--- src/rtl/hazard_ctrl.sv ---
// Hazard controller for the 5-stage MIPS core: forwarding selects, stall/flush, mult/div busy tracking.
// Optional performance counters are built when HAZARD_PERF_EN is defined.
module hazard_ctrl #(
  parameter int unsigned MULT_LAT = 4,
  parameter int unsigned DIV_LAT  = 32
) (
  input  logic       clk,
  input  logic       rst,
  input  logic [4:0] rs_d,
  input  logic [4:0] rt_d,
  input  logic [4:0] rs_e,
  input  logic [4:0] rt_e,
  input  logic [4:0] write_reg_e,
  input  logic [4:0] write_reg_m,
  input  logic [4:0] write_reg_w,
  input  logic       reg_write_e,
  input  logic       reg_write_m,
  input  logic       reg_write_w,
  input  logic       mem_to_reg_e,
  input  logic       mem_to_reg_m,
  input  logic       branch_d,
  input  logic       pc_src_d,
  input  logic       hilo_read_d,
  input  logic       md_op_d,
  input  logic       md_start_e,
  input  logic       md_is_div_e,
  output logic       stall_f,
  output logic       stall_d,
  output logic       flush_d,
  output logic       flush_e,
  output logic       forward_a_d,
  output logic       forward_b_d,
  output logic [1:0] forward_a_e,
  output logic [1:0] forward_b_e,
  output logic       md_busy,
  output logic       md_done,
  output logic [31:0] stall_cnt,
  output logic [31:0] flush_cnt
);

  localparam int unsigned MAX_LAT = (MULT_LAT > DIV_LAT) ? MULT_LAT : DIV_LAT;
  localparam int unsigned CW      = $clog2(MAX_LAT + 1);
  localparam logic [CW-1:0] MULT_LOAD = CW'(MULT_LAT - 1);
  localparam logic [CW-1:0] DIV_LOAD  = CW'(DIV_LAT - 1);

  typedef enum logic {IDLE, BUSY} md_state_t;

  md_state_t     state, state_nxt;
  logic [CW-1:0] cnt, cnt_nxt;

  logic lw_stall, br_stall, md_stall, any_stall;
  logic x_e, x_m;

  // Forwarding: M has priority over W; register 0 never forwards.
  always_comb begin
    forward_a_e = 2'b00;
    forward_b_e = 2'b00;
    if (rs_e != '0 && reg_write_m && write_reg_m == rs_e)      forward_a_e = 2'b10;
    else if (rs_e != '0 && reg_write_w && write_reg_w == rs_e) forward_a_e = 2'b01;
    if (rt_e != '0 && reg_write_m && write_reg_m == rt_e)      forward_b_e = 2'b10;
    else if (rt_e != '0 && reg_write_w && write_reg_w == rt_e) forward_b_e = 2'b01;
  end

  assign forward_a_d = reg_write_m && (write_reg_m == rs_d) && (rs_d != '0);
  assign forward_b_d = reg_write_m && (write_reg_m == rt_d) && (rt_d != '0);

  assign lw_stall = mem_to_reg_e && (write_reg_e != '0) &&
                    ((write_reg_e == rs_d) || (write_reg_e == rt_d));
  assign x_e      = reg_write_e && (write_reg_e != '0) &&
                    ((write_reg_e == rs_d) || (write_reg_e == rt_d));
  assign x_m      = mem_to_reg_m && (write_reg_m != '0) &&
                    ((write_reg_m == rs_d) || (write_reg_m == rt_d));
  assign br_stall = branch_d && (x_e || x_m);
  assign md_stall = (hilo_read_d || md_op_d) && (md_busy || md_start_e);

  assign any_stall = lw_stall | br_stall | md_stall;
  assign stall_f   = any_stall;
  assign stall_d   = any_stall;
  assign flush_e   = any_stall;
  assign flush_d   = pc_src_d && !any_stall;

  always_ff @(posedge clk or negedge rst) begin
    if (!rst) begin
      state <= IDLE;
      cnt   <= '0;
    end else begin
      state <= state_nxt;
      cnt   <= cnt_nxt;
    end
  end

  always_comb begin
    state_nxt = state;
    cnt_nxt   = cnt;
    md_busy   = 1'b0;
    md_done   = 1'b0;
    unique case (state)
      IDLE: begin
        if (md_start_e) begin
          state_nxt = BUSY;
          cnt_nxt   = md_is_div_e ? DIV_LOAD : MULT_LOAD;
        end
      end
      BUSY: begin
        md_busy = 1'b1;
        // A new start while busy is dropped; decode stalls keep it from happening.
        if (cnt == '0) begin
          md_done   = 1'b1;
          state_nxt = IDLE;
        end else begin
          cnt_nxt = cnt - 1'b1;
        end
      end
      default: state_nxt = IDLE;
    endcase
  end

`ifdef HAZARD_PERF_EN
  always_ff @(posedge clk or negedge rst) begin
    if (!rst) begin
      stall_cnt <= '0;
      flush_cnt <= '0;
    end else begin
      if (stall_d) stall_cnt <= stall_cnt + 32'd1;
      if (flush_d) flush_cnt <= flush_cnt + 32'd1;
    end
  end
`else
  assign stall_cnt = '0;
  assign flush_cnt = '0;
`endif

endmodule

--- config.mk ---
export PLATFORM = sky130hd
export DESIGN_NAME = hazard_ctrl
export DESIGN_NICKNAME = d
export VERILOG_FILES = /design/src/rtl/hazard_ctrl.sv
export SDC_FILE = /design/constraint.sdc
export NUM_CORES = 1
export LEC_CHECK = 0
export ABC_AREA = 1
export CORE_UTILIZATION = 37
export CTS_CLUSTER_SIZE = 10
export DETAILED_ROUTE_END_ITERATION = 12
export PLACE_DENSITY = 0.95
export SETUP_SLACK_MARGIN = 0.1
export SYNTH_ARGS = -nofsm -noshare
export SYNTH_HDL_FRONTEND = slang
export SYNTH_SLANG_ARGS = --single-unit
--- constraint.sdc ---
create_clock -name clk -period 2.3 [get_ports clk]
set_input_delay 0.46 -clock clk [delete_from_list [all_inputs] [get_ports clk]]
set_output_delay 0.46 -clock clk [all_outputs]
set_load 0.05 [all_outputs]
* After elaboration in Yosys (flattened, before gate mapping) *
Index checks and enable logic that the tools add are counted.

operators by class
  $add $sub $neg = 1
  multiply operators = 0
  div/mod/pow operators = 0
  magnitude comparators = 0
  eq/ne operators = 10
  shift operators = 0
  multiplexer cells = 14
  bitwise gates (word level) = 3
  reduce and logical (&&, ||, !) cells = 35

operator list
  kind                   count
  $eq A5 B5 Y1           8
  $reduce_bool A5 Y1     6
  $logic_and A1 B1 Y1    21
  $mux W6                2
  $pmux W6 S2            1
  $mux W1                7
  $logic_not A6 Y1       1
  $sub A6 B1 Y6 const B  1
  $logic_or A1 B1 Y1     5
  $mux W5                1
  $mux W2                2
  $ne A2 B2 Y1 const B   2
  $or A1 B1 Y1           2
  $pmux W1 S2            1
  $reduce_and A2 Y1      1
  $logic_not A1 Y1       1
  $not A1 Y1             1

storage, ports and cells
  register bits = 7
  bits in latches = 0
  bits in writable memories = 0
  ROM bits = 0
  input bits = 48
  output and inout port bits = 76
  logic and storage cells = 65
  memories kept = 0

* Logic depth before layout (Yosys ltp) *
  depth after elaboration = 9
  depth in mapped cells = 11
  gate-level depth less buffers = 11

* Worst setup path before layout *
Ideal clock, no wire load.

  path type = register to output
  start = register state
  end = output flush_d
  data arrival time = 2.197 ns
  required time = 1.840 ns
  path slack = -0.357 ns
  stages on the path, launching flop included = 5
  path buffers = 0
  cell sequence = dfrtp_1 -> or2_2 -> o21ai_0 -> nand3_2 -> nor2_1

between the ends
  longest elaborated chain between the ends = 6

RTL lines
  item                    line  source
  from (decl)             48    md_state_t state, state_nxt;
  from (signal assigned)  87    state <= state_nxt;
  $mux W1                 97    unique case (state)
  $logic_or A1 B1 Y1      74    assign md_stall = (hilo_read_d || md_op_d) && (md_busy || md_start_e);
  $logic_and A1 B1 Y1     74
  $or A1 B1 Y1            76    assign any_stall = lw_stall | br_stall | md_stall;
  net flush_e             30    output logic flush_e,
  $logic_not A1 Y1        80    assign flush_d = pc_src_d && !any_stall;
  $logic_and A1 B1 Y1     80
  to (decl)               29    output logic flush_d,

The timed path passes the listed nets, and every way through them passes these cells.

* Worst setup path in the final report *
  start = input reg_write_w
  end = output forward_b_e[0]

between the ends
  longest elaborated chain between the ends = 4

RTL lines
  item                              line  source
  from (decl)                       18    input logic reg_write_w,
  $logic_and A1 B1 Y1 (2 in a row)  61    else if (rt_e != '0 && reg_write_w && write_reg_w == rt_e) forward_b_e = 2'b01;
  $mux W1                           61
  $mux W2                           60    if (rt_e != '0 && reg_write_m && write_reg_m == rt_e) forward_b_e = 2'b10;
  to (decl)                         34    output logic [1:0] forward_b_e,

Every way passes these cells.

==> impl_summary.txt <==
----------------------------------------------------
[Outcome]
  Outcome ... finished clean

[Placement]
  PortBufs ... 59
  Half-perimeter wire length of the detailed placement result ... 3830 um
  Post-DP Area ... 0.00232 mm^2
  Global placer's final weighted congestion ... 0.903

[Synth]
  Xor/xnor cell area share of the yosys netlist ... 6.40%
  Sequential share of the synthesized area ... 10.7%
  Primary flip-flop cell chosen by synthesis mapping ... sky130_fd_sc_hd__dfrtp_1
  Biggest area consumer among synthesized cells ... sky130_fd_sc_hd__buf_4
  Leading cell types by count after synthesis ... sky130_fd_sc_hd__nand2_1 (70), sky130_fd_sc_hd__buf_4 (66), sky130_fd_sc_hd__inv_1 (37), sky130_fd_sc_hd__nor2_1 (23), sky130_fd_sc_hd__nand3_1 (12)
  Area share of the largest cell type after synthesis ... 30.2%
  Synth top area cells ... sky130_fd_sc_hd__buf_4 (30%), sky130_fd_sc_hd__nand2_1 (16%), sky130_fd_sc_hd__dfrtp_1 (11%)
  Compound-gate portion of the synthesized area ... 9.91%
  Flop and latch count out of synthesis ... 7
  Dominant combinational cell family by area after synthesis ... buffers and inverters
  Avg Synthesized Cell Area ... 5.93 um^2
  Area of the mapped netlist ... 0.00164 mm^2
  Fraction of the mapped netlist area in adder cells ... 0.762%
  Ys Warns ... 0
  Fraction of synthesized area in multiplexers ... 0%
  Count of unique library cells instantiated by Yosys ... 29
  EDFF count, synth ... 0
  Library cell with the highest instance count after synthesis ... sky130_fd_sc_hd__nand2_1
  FFs w/ async S/R, synth ... 100%
  Area share of and/or/nand/nor cells after synthesis ... 32.1%
  Syn Inst Count ... 277

[Timing]
  Maximum achievable frequency ... 0.466 GHz
  Post-route fraction of the period consumed by the critical path ... 93.2%
  Fin Clk Skew ... 1.03 ps
  Final setup violation count ... 0
  RSZ-0062 raised after global routing ... false
  Final critical delay including setup and external delays ... 2140 ps
  Worst hold margin ... 493 ps
  Final Slew Violations ... 0
  Final Hold Vio Count ... 0

[Setup path]
  Largest fanout on the critical path ... 2
  Start point of the critical path ... reg_write_w
  Worst endpoint required time ... 1840 ps
  Critical path type ... in2out
  Critical R2R Launch ... cnt[1]$_DFFE_PN0P_
  Data arrival time at the worst-slack endpoint ... 1680 ps
  Crit. End Element ... output pin
  Category of the worst setup path launch point ... primary input

[Clock tree]
  Clock tree from TritonCTS ... done
  Insertion delay of the later-clocked pin in the worst-skew pair ... 230 ps
  Clock Sink Count ... 7
  Number of buffers created by CTS ... 3
  Clk slew on worst S/H paths ... 50 ps
  Max Root-Sink Buffers ... 2
  Root buffer cell ... sky130_fd_sc_hd__clkbuf_8
  Number of H-tree branching levels ... 1

[Die]
  Standard-cell row count ... 23
  Number of I/O pins ... 124
  Initial standard-cell utilization of the core ... 39.9%
  CORE AREA ... 0.00412 mm^2
  Total Die Area ... 0.00471 mm^2
  Width of the chip ... 68.6 um
  Chip height ... 68.6 um

[Detailed routing]
  First DRT Iteration DRCs ... 90
  Final wirelength ... 4620 um
  Average vias per placed instance ... 4.39
  Number of optimization iterations in the first detailed-route pass ... 4
  Detailed-route DRC error count ... 0
  Routed Antenna Nets ... 0
  Routed wirelength normalized by instance count ... 11.3 um
  Via count ... 1,797

[Global routing]
  Maximum number of pins on one net before global-route repair ... 8
  First-pass GRT wire length ... 6770 um
  Antenna violations before repair ... 0
  Grt ovf ... 0
  Vias in the first global route ... 1,642
  Global Route Usage Sum ... 18.7%

[Pwr]
  Sw Ratio ... 55.3%
  Clock power frac ... 12.4%
  Internal power ... 646 uW
  Share of total power in combinational logic ... 72.0%
  Peak ir drop on the vdd network ... 220 uV
  Pwr per Cell Area ... 602 mW/mm^2
  Leakage ... 0.00138 uW
  Total power consumption of the routed design ... 1450 uW
  Net switching power of the design ... 799 uW
  Sequential group share of total power ... 15.6%

[Finish]
  Fraction of final layout cells sized beyond drive strength 1 ... 23.1%
  Final design instance area without fill ... 0.00240 mm^2
  Final nets ... 409
  Antenna diode count ... 0
  Area occupied by multi-input gates ... 0.00113 mm^2
  Number of fillers in the final layout ... 365
  Layout area overhead ... 46.2%
  Storage cell area ... 175 um^2

[Job]
  Max-cap violation count ... 0

[Hold path]
  Worst hold path class ... in2async

----------------------------------------------------
registers in the layout (all words and copies together), names as in the netlist:
signal / flops
cnt: 6
state: 1
path summary, 6_finish.rpt:
kind / to / slack, ps / cells after the start
setup / recovery: forward_b_e[0] / 160 / 6
hold / removal: state$_DFF_PN0_ / 490 / 1
setup reg to reg: cnt[3]$_DFFE_PN0P_ / 740 / 11
hold reg to reg: cnt[5]$_DFFE_PN0P_ / 540 / 2
max in group asynchronous: cnt[3]$_DFFE_PN0P_ / 1570 / 1
min in group clk: cnt[5]$_DFFE_PN0P_ / 540 / 2
per-layer routing:
layer	share of wire [%]	global-route usage, %
met1	39	20.9
met2	55	36.5
met3	5.0	1.48
met4	1.5	6.25
met5	0	0
stage by stage:
stage          setup TNS [ps]  setup slack, ps  util (%)  cells
2_1_floorplan            -134             -134         -    340
3_3_place_gp             -694             -137      56.4    404
3_5_place_dp            -1160             -183      56.4    404
4_1_cts                     0              103      57.2    408
5_1_grt                     0             92.7      58.3    409
6_report                    0              156      58.3    409
cell type report:
class / count / share of cell area (%)
inverters: 39 / 6.20
multi-input cells: 227 / 47.2
flip-flops and latches: 7 / 7.30
clock inverters: 1 / 0.209
repair buffers: 82 / 34.7
clock buffers: 3 / 1.72
well taps: 50 / 2.61
power by group through the flow:
stage | clock network [uW] | logic (uW) | registers, uW
floorplan | 0 | 757 | 246
global placement | 0 | 984 | 220
detailed placement | 0 | 1020 | 225
CTS | 182 | 1020 | 223
global route | 187 | 1110 | 231
finish | 180 | 1040 | 225
layout by cell type, fill, tap and decap left out, types with 7 or more instances in the layout:
master                            count
sky130_fd_sc_hd__dfrtp_1              7
sky130_fd_sc_hd__nor2_1              16
sky130_fd_sc_hd__nand2_1             69
sky130_fd_sc_hd__dlygate4sd2_1       19
sky130_fd_sc_hd__nand3_1             11
sky130_fd_sc_hd__clkdlybuf4s50_1     13
sky130_fd_sc_hd__inv_1               28
sky130_fd_sc_hd__conb_1              64
sky130_fd_sc_hd__o21ai_0              7
sky130_fd_sc_hd__inv_2               10
sky130_fd_sc_hd__nor2_2               7
sky130_fd_sc_hd__buf_12              11
sky130_fd_sc_hd__buf_4               22
logic make-up (layout without fill, tap and decap cells):
kind of cell	after synthesis	count (layout)
compound gates	27	27
fa+ha+maj	1	1
other cells	1	64
xor+xnor	12	12
simple gates	123	123
flops	7	7
buf+inv	106	125
critical path, stage by stage:
cell and delay, ps:
sky130_fd_sc_hd__clkdlybuf4s50_1 510, sky130_fd_sc_hd__nand4_1 120, sky130_fd_sc_hd__nor3_2 180, sky130_fd_sc_hd__nand4_1 110, sky130_fd_sc_hd__nor2_2 150, sky130_fd_sc_hd__buf_12 150
what timing repair did:
item,4_1_cts,5_1_grt
buffers inserted,0,1
setup endpoints to repair,10,11
resized for setup,42,38
hold buffers,0,0
pin swaps,13,20
Power figures use the tool's default switching activity.
